$ cat config.mk
export PLATFORM = sky130hd
export DESIGN_NAME = mem_stage
export DESIGN_NICKNAME = d
export VERILOG_FILES = /design/src/rtl/mem_stage.sv
export SDC_FILE = /design/constraint.sdc
export NUM_CORES = 1
export LEC_CHECK = 0
export ABC_AREA = 1
export CAP_MARGIN = 30
export CORE_ASPECT_RATIO = 1.5
export CORE_MARGIN = 2
export CORE_UTILIZATION = 48
export CTS_CLUSTER_DIAMETER = 60
export DETAILED_ROUTE_END_ITERATION = 12
export PLACE_DENSITY = 0.85
export SLEW_MARGIN = 30
export SYNTH_ARGS = -nofsm -noshare
export SYNTH_HDL_FRONTEND = slang
export SYNTH_SLANG_ARGS = --single-unit
export TNS_END_PERCENT = 30
$ cat constraint.sdc
create_clock -name clk -period 6.4 [get_ports clk]
set_clock_uncertainty 0.05 [all_clocks]
set_input_delay 1.28 -clock clk [delete_from_list [all_inputs] [get_ports clk]]
set_output_delay 1.28 -clock clk [all_outputs]
set_load 0.02 [all_outputs]
$ cat src/rtl/mem_stage.sv
// Memory-access stage between EX and WB: req/ack data-memory access with timeout, WB-bound registers.
// Optional ALIGN_CHECK_EN: odd-address memory ops complete at once with err and no write-back.
module mem_stage #(
    parameter int DW       = 16,
    parameter int MAX_WAIT = 8
) (
    input  logic          clk,
    input  logic          rst,
    input  logic          in_valid,
    input  logic [DW-1:0] alu_out,
    input  logic [DW-1:0] wr_data,
    input  logic [DW-1:0] pc_inc2,
    input  logic          ex_cond,
    input  logic [1:0]    in_MEM_control,
    input  logic [2:0]    in_WB_control,
    input  logic [2:0]    dst_reg,
    output logic          stall,
    output logic          mem_req,
    output logic          mem_we,
    output logic [DW-1:0] mem_addr,
    output logic [DW-1:0] mem_wdata,
    input  logic [DW-1:0] mem_rdata,
    input  logic          mem_ack,
    output logic          out_valid,
    output logic [DW-1:0] out_alu_out,
    output logic [DW-1:0] out_pc_inc2,
    output logic [DW-1:0] mr_data,
    output logic          out_ex_cond,
    output logic [2:0]    out_WB_control,
    output logic [2:0]    out_dst_reg,
    output logic          err
);
    typedef enum logic {S_IDLE = 1'b0, S_BUSY = 1'b1} state_t;

    localparam int CW = (MAX_WAIT > 1) ? $clog2(MAX_WAIT) : 1;
    localparam logic [CW-1:0] LAST_CNT = CW'(MAX_WAIT - 1);

    state_t          r_state, w_state_next;
    logic [CW-1:0]   r_count, w_count_next;

    logic [DW-1:0]   r_addr, r_wdata, r_pc;
    logic            r_we, r_cond;
    logic [2:0]      r_wb, r_dst;

    logic            r_out_valid, r_out_cond, r_err;
    logic [DW-1:0]   r_out_alu, r_out_pc, r_mr_data;
    logic [2:0]      r_out_wb, r_out_dst;

    logic            w_out_valid, w_out_cond, w_err;
    logic [DW-1:0]   w_out_alu, w_out_pc, w_mr_data;
    logic [2:0]      w_out_wb, w_out_dst;

    logic            w_mem_op, w_misalign, w_latch, w_stall;

    assign w_mem_op = in_valid & (in_MEM_control[1] | in_MEM_control[0]);
`ifdef ALIGN_CHECK_EN
    assign w_misalign = w_mem_op & alu_out[0];
`else
    assign w_misalign = 1'b0;
`endif

    always_comb begin
        w_state_next = r_state;
        w_count_next = r_count;
        w_latch      = 1'b0;
        w_stall      = 1'b0;
        w_out_valid  = 1'b0;
        w_out_alu    = '0;
        w_out_pc     = '0;
        w_out_cond   = 1'b0;
        w_out_wb     = 3'b000;
        w_out_dst    = 3'b000;
        w_mr_data    = '0;
        w_err        = 1'b0;
        case (r_state)
            S_IDLE: begin
                if (w_misalign) begin
                    w_out_valid = 1'b1;
                    w_out_alu   = alu_out;
                    w_out_pc    = pc_inc2;
                    w_out_cond  = ex_cond;
                    w_out_wb    = {1'b0, in_WB_control[1:0]};
                    w_out_dst   = dst_reg;
                    w_err       = 1'b1;
                end else if (w_mem_op) begin
                    w_stall      = 1'b1;
                    w_latch      = 1'b1;
                    w_state_next = S_BUSY;
                    w_count_next = '0;
                end else begin
                    w_out_valid = in_valid;
                    w_out_alu   = alu_out;
                    w_out_pc    = pc_inc2;
                    w_out_cond  = ex_cond;
                    w_out_wb    = in_valid ? in_WB_control : 3'b000;
                    w_out_dst   = dst_reg;
                end
            end
            S_BUSY: begin
                if (mem_ack || r_count == LAST_CNT) begin
                    // Ack takes precedence over a timeout landing on the same cycle.
                    w_state_next = S_IDLE;
                    w_out_valid  = 1'b1;
                    w_out_alu    = r_addr;
                    w_out_pc     = r_pc;
                    w_out_cond   = r_cond;
                    w_out_dst    = r_dst;
                    w_out_wb     = mem_ack ? r_wb : {1'b0, r_wb[1:0]};
                    w_mr_data    = (mem_ack && !r_we) ? mem_rdata : '0;
                    w_err        = ~mem_ack;
                end else begin
                    w_stall      = 1'b1;
                    w_count_next = r_count + 1'b1;
                end
            end
            default: w_state_next = S_IDLE;
        endcase
    end

    always_ff @(posedge clk or posedge rst) begin
        if (rst) begin
            r_state <= S_IDLE;
            r_count <= '0;
        end else begin
            r_state <= w_state_next;
            r_count <= w_count_next;
        end
    end

    always_ff @(posedge clk or posedge rst) begin
        if (rst) begin
            r_addr  <= '0;
            r_wdata <= '0;
            r_pc    <= '0;
            r_we    <= 1'b0;
            r_cond  <= 1'b0;
            r_wb    <= 3'b000;
            r_dst   <= 3'b000;
        end else if (w_latch) begin
            r_addr  <= alu_out;
            r_wdata <= wr_data;
            r_pc    <= pc_inc2;
            r_we    <= in_MEM_control[1];
            r_cond  <= ex_cond;
            r_wb    <= in_WB_control;
            r_dst   <= dst_reg;
        end
    end

    always_ff @(posedge clk or posedge rst) begin
        if (rst) begin
            r_out_valid <= 1'b0;
            r_out_alu   <= '0;
            r_out_pc    <= '0;
            r_out_cond  <= 1'b0;
            r_out_wb    <= 3'b000;
            r_out_dst   <= 3'b000;
            r_mr_data   <= '0;
            r_err       <= 1'b0;
        end else begin
            r_out_valid <= w_out_valid;
            r_out_alu   <= w_out_alu;
            r_out_pc    <= w_out_pc;
            r_out_cond  <= w_out_cond;
            r_out_wb    <= w_out_wb;
            r_out_dst   <= w_out_dst;
            r_mr_data   <= w_mr_data;
            r_err       <= w_err;
        end
    end

    // Stall is combinational from live inputs, so it is masked while reset is held.
    assign stall          = w_stall & ~rst;
    assign mem_req        = (r_state == S_BUSY);
    assign mem_we         = mem_req & r_we;
    assign mem_addr       = r_addr;
    assign mem_wdata      = r_wdata;
    assign out_valid      = r_out_valid;
    assign out_alu_out    = r_out_alu;
    assign out_pc_inc2    = r_out_pc;
    assign mr_data        = r_mr_data;
    assign out_ex_cond    = r_out_cond;
    assign out_WB_control = r_out_wb;
    assign out_dst_reg    = r_out_dst;
    assign err            = r_err;
endmodule

=== Word-level counts from Yosys, hierarchy flattened ===
Index checks and enable logic that the tools add are counted.

* Input bits: 77
* Register bits after elaboration: 117
* Output and inout bits: 92
* Logic and storage cells: 64

* Bitwise gates (word level): 7
* $add $sub $neg: 1
* Reduce and logical (&&, ||, !) cells: 4
* Equal/unequal tests: 3
* Muxes and demuxes: 32

{| class="wikitable"
|+ Operators by type and width
! kind !! count
|-
| 16-bit 2-to-1 mux || 7
|-
| 16-bit one-hot mux with 2 select lines || 2
|-
| 3-bit 2-to-1 mux || 8
|-
| 3-bit one-hot mux with 2 select lines || 3
|-
| 1-bit 2-to-1 mux || 8
|-
| 1-bit one-hot mux with 2 select lines || 4
|-
| 2-bit != test, second input constant || 2
|-
| 3-bit by 1-bit adder with 3-bit output, second input constant || 1
|-
| 1-bit bitwise AND || 3
|-
| 3-bit equality test, second input constant || 1
|-
| 1-bit inverter || 3
|-
| 2-bit AND reduction || 1
|-
| 1-bit logical AND || 1
|-
| 1-bit logical NOT || 1
|-
| 1-bit logical OR || 1
|-
| 1-bit bitwise OR || 1
|}

=== Depth between registers and ports, before layout ===
* Depth after elaboration: 5
* Mapped depth: 8
* Depth with buffers taken out: 7

=== Worst setup path after synthesis ===
No wires, ideal clock.

* Path kind: input-to-output
* From: input port in_valid
* To: output port stall
* Setup slack: 2.962 ns
* Cell stages on the path: 6
* Arrival time: 2.108 ns
* Required time: 5.070 ns
* Cells stage by stage: inv_1 -> nor2_8 -> nand2_1 -> buf_6 -> buf_6 -> a21oi_2

* Longest elaborated chain between the ends: 4

{| class="wikitable"
|+ Ends and longest elaborated chain
! what !! line !! source
|-
| start: declaration || 9 || <nowiki>input logic in_valid,</nowiki>
|-
| 1-bit bitwise AND || 55 || <nowiki>assign w_mem_op = in_valid & (in_MEM_control[1] | in_MEM_control[0]);</nowiki>
|-
| 1-bit 2-to-1 mux || 85 || <nowiki>end else if (w_mem_op) begin</nowiki>
|-
| 1-bit one-hot mux with 2 select lines || 75 || <nowiki>case (r_state)</nowiki>
|-
| 1-bit bitwise AND || 173 || <nowiki>assign stall = w_stall & ~rst;</nowiki>
|-
| end: declaration || 17 || <nowiki>output logic stall,</nowiki>
|}

Every way passes these cells.

=== Worst setup path in the final report ===
Ends and elaborated chain as after synthesis.

==> results.py <==
metrics = {
    "run_status": {
        "status": "finished clean",
    },
    "clock_network": {
        "cts.sinks": 117,
        "cts_buffers": 17,
        "post-cts-setup-buffers": 0,
        "clockBufferDepth": 2,
        "cts_tree": "built",
        "cts_resized": 0,
        "clkSlewWorstSetupHoldPaths_ns": 0.05,
        "cts.hold.buffers_added": 0,
        "htreeDepth": 4,
        "clk_latency_ns": 0.40,
        "root_buffer": "clkbuf_16",
    },
    "worst_setup_path": {
        "critPathMaxFanout": 54,
        "worst_path_largest_cell_delay_ns": 0.61,
        "r2r.worst_path.cells": 5,
        "path_cells": "clkdlybuf4s50_1 > inv_1 > nor2_8 > nand2_2 > a21oi_2 > clkdlybuf4s50_1",
        "slowest_stage": "clkdlybuf4s50_1",
        "cp-end-kind": "primary output",
        "start_kind": "input port",
        "crit_type": "input port to primary output",
        "cp.arrival_ns": 3.35,
        "crit_top_cell": "clkdlybuf4s50_1",
        "crit_required_ns": 5.07,
    },
    "power": {
        "report.power.total_mw": 2.37,
        "p_per_area_nw_per_um2": 347,
        "vdd_drop_max_uv": 231,
        "p_leak_nw": 3.34,
    },
    "timing": {
        "timing.setup.tns_ns": 0,
        "rsz0062_at_grt": "false",
        "fin_crit_ns": 4.68,
        "max-slew-margin-rel_pct": 39.2,
        "fmaxAchievable_mhz": 214,
        "finalHoldViolCount": 0,
        "worst_pin_slew_ns": 0.909,
        "slew_viol_final": 0,
        "fin_crit_sh_pct": 73.1,
        "setup_viol": 0,
    },
    "global_route": {
        "antenna_found_initial": 0,
        "track_usage_pct": 23.8,
        "grt_overflow": 0,
        "grt_pass1_vias": 4103,
        "grt_start_max_net_pins": 65,
        "grt_first_pass_wirelength_mm": 19.3,
    },
    "cells_and_area": {
        "syn2layout_area_growth_pct": 48.1,
        "num_antenna_cells": 0,
        "fin_nets": 735,
        "final_cells": 778,
        "drive_above_1_share_pct": 5.41,
    },
    "synth": {
        "synth-edff-count": 0,
        "syn_inst": 495,
        "ys_types": 16,
        "synth_top_cell_area_share_pct": 63.4,
        "yosysSeqAreaShare_pct": 63.4,
        "ys_top_cells_by_count": "nand2_1, dfrtp_1, nand3_1",
        "synth_ff_type": "dfrtp_1",
        "syn_avg_cell_area_sq_um": 9.32,
        "synthesis.nets": 574,
        "yosys_warnings": 0,
        "yosysMostFrequentCell": "nand2_1",
        "yosys.area.top_type": "dfrtp_1",
        "syn-cell-area_sq_um": 4610,
        "async_reset_ff_share_pct": 100,
        "synthTopCellsByArea": "dfrtp_1, nand2_1, nand3_1",
        "ys_ff_latch": 117,
    },
    "die": {
        "fp-row-count": 43,
        "dieArea_sq_um": 10400,
        "start_util_pct": 49.6,
        "die_h_microns": 124,
        "die_x_microns": 84.1,
        "design.portCount": 169,
        "core_area_sq_um": 9310,
    },
    "drt": {
        "wl_per_cell_microns": 15.1,
        "ant_nets": 0,
        "wl_mm": 11.8,
        "wl_met1_mm": 4.56,
        "wl_met2_mm": 6.34,
        "drt_first_pass_iters": 5,
        "met3_length_microns": 728,
        "topRoutingLayerUsed": "met4",
        "drc": 0,
        "via_per_inst": 5.14,
        "first_iter_violations": 295,
        "num_vias": 3998,
    },
    "worst_hold_path": {
        "hp-class": "flip-flop to flip-flop",
        "hold_depth": 2,
    },
    "placed_design": {
        "dp.final_hpwl_mm": 7.50,
        "placed_cells": 749,
        "io_buffers": 168,
        "place_congestion": 0.775,
    },
    "run": {
        "drv_cap": 0,
    },
}
==> stage by stage <==
step	area (sq um)	hold slack [ns]	utilization (%)	setup WS, ns
final	6830	0.418	73.4	1.72
after global routing	6830	0.442	73.4	1.61
after CTS	6830	0.422	73.4	1.73
after detailed placement	6280	0.409	67.4	1.74
after global placement	6280	0.404	67.4	1.78
after floorplan	4610	0.392	-	1.97
==> report_power, final <==
part | internal [mW] | switching (mW) | total, mW
Sequential | 0.865 | 0.0708 | 0.935
Combinational | 0.247 | 0.299 | 0.546
Clock | 0.594 | 0.297 | 0.891
Total | 1.71 | 0.667 | 2.37
==> final cells by class <==
cell class	count	area, sq um
Timing Repair Buffer	172	1710
Inverter	27	104
Multi-Input combinational cell	321	1390
Tap cell	112	140
Clock buffer	24	482
Clock inverter	5	75.1
Fill cell	643	2470
Sequential cell	117	2930
==> placed cells by master (no fill, tap or decap), drive strengths merged <==
cell type / n
nand2: 195
clkdlybuf4s50: 168
dfrtp: 117
nand3: 56
o21ai: 44
inv: 27
clkbuf: 24
nor2: 22
buf: 4
clkinv: 3
ha: 2
bufinv: 2
nand3b: 1
a21oi: 1
==> metal layers <==
metal / GRT usage (%) / vias up
met5: 0 / -
met4: 8.97 / 0
met3: 6.56 / 13
met2: 43.3 / 164
met1: 26.6 / 1943
li1: - / 1878
==> worst max-delay path, delay by kind of cell <==
kind                   cells  cell delay [ns]
AO/OA/AOI/OAI              1             0.15
buffers and inverters      3             1.20
AND/OR/NAND/NOR            2             0.70
==> cell families after synthesis <==
kind of cell    count (synthesis)  synth area share, %
simple gates                  274                 24.4
flops                         117                 63.4
buf+inv                        57                 6.64
compound gates                 45                 4.96
fa+ha+maj                       2                0.542
==> final timing paths <==
path / start / to / slack [ns]
max: in_valid / stall / 1.72
max reg2reg: mem_req / r_wb[2] / 4.31
min in group asynchronous: rst / mem_wdata[0] / 1.36
min: mem_wdata[1] / mem_wdata[1] / 0.42
max in group asynchronous: rst / mem_addr[13] / 3.76
min reg2reg: mem_wdata[1] / mem_wdata[1] / 0.42
(Power assumes the default switching activity.)
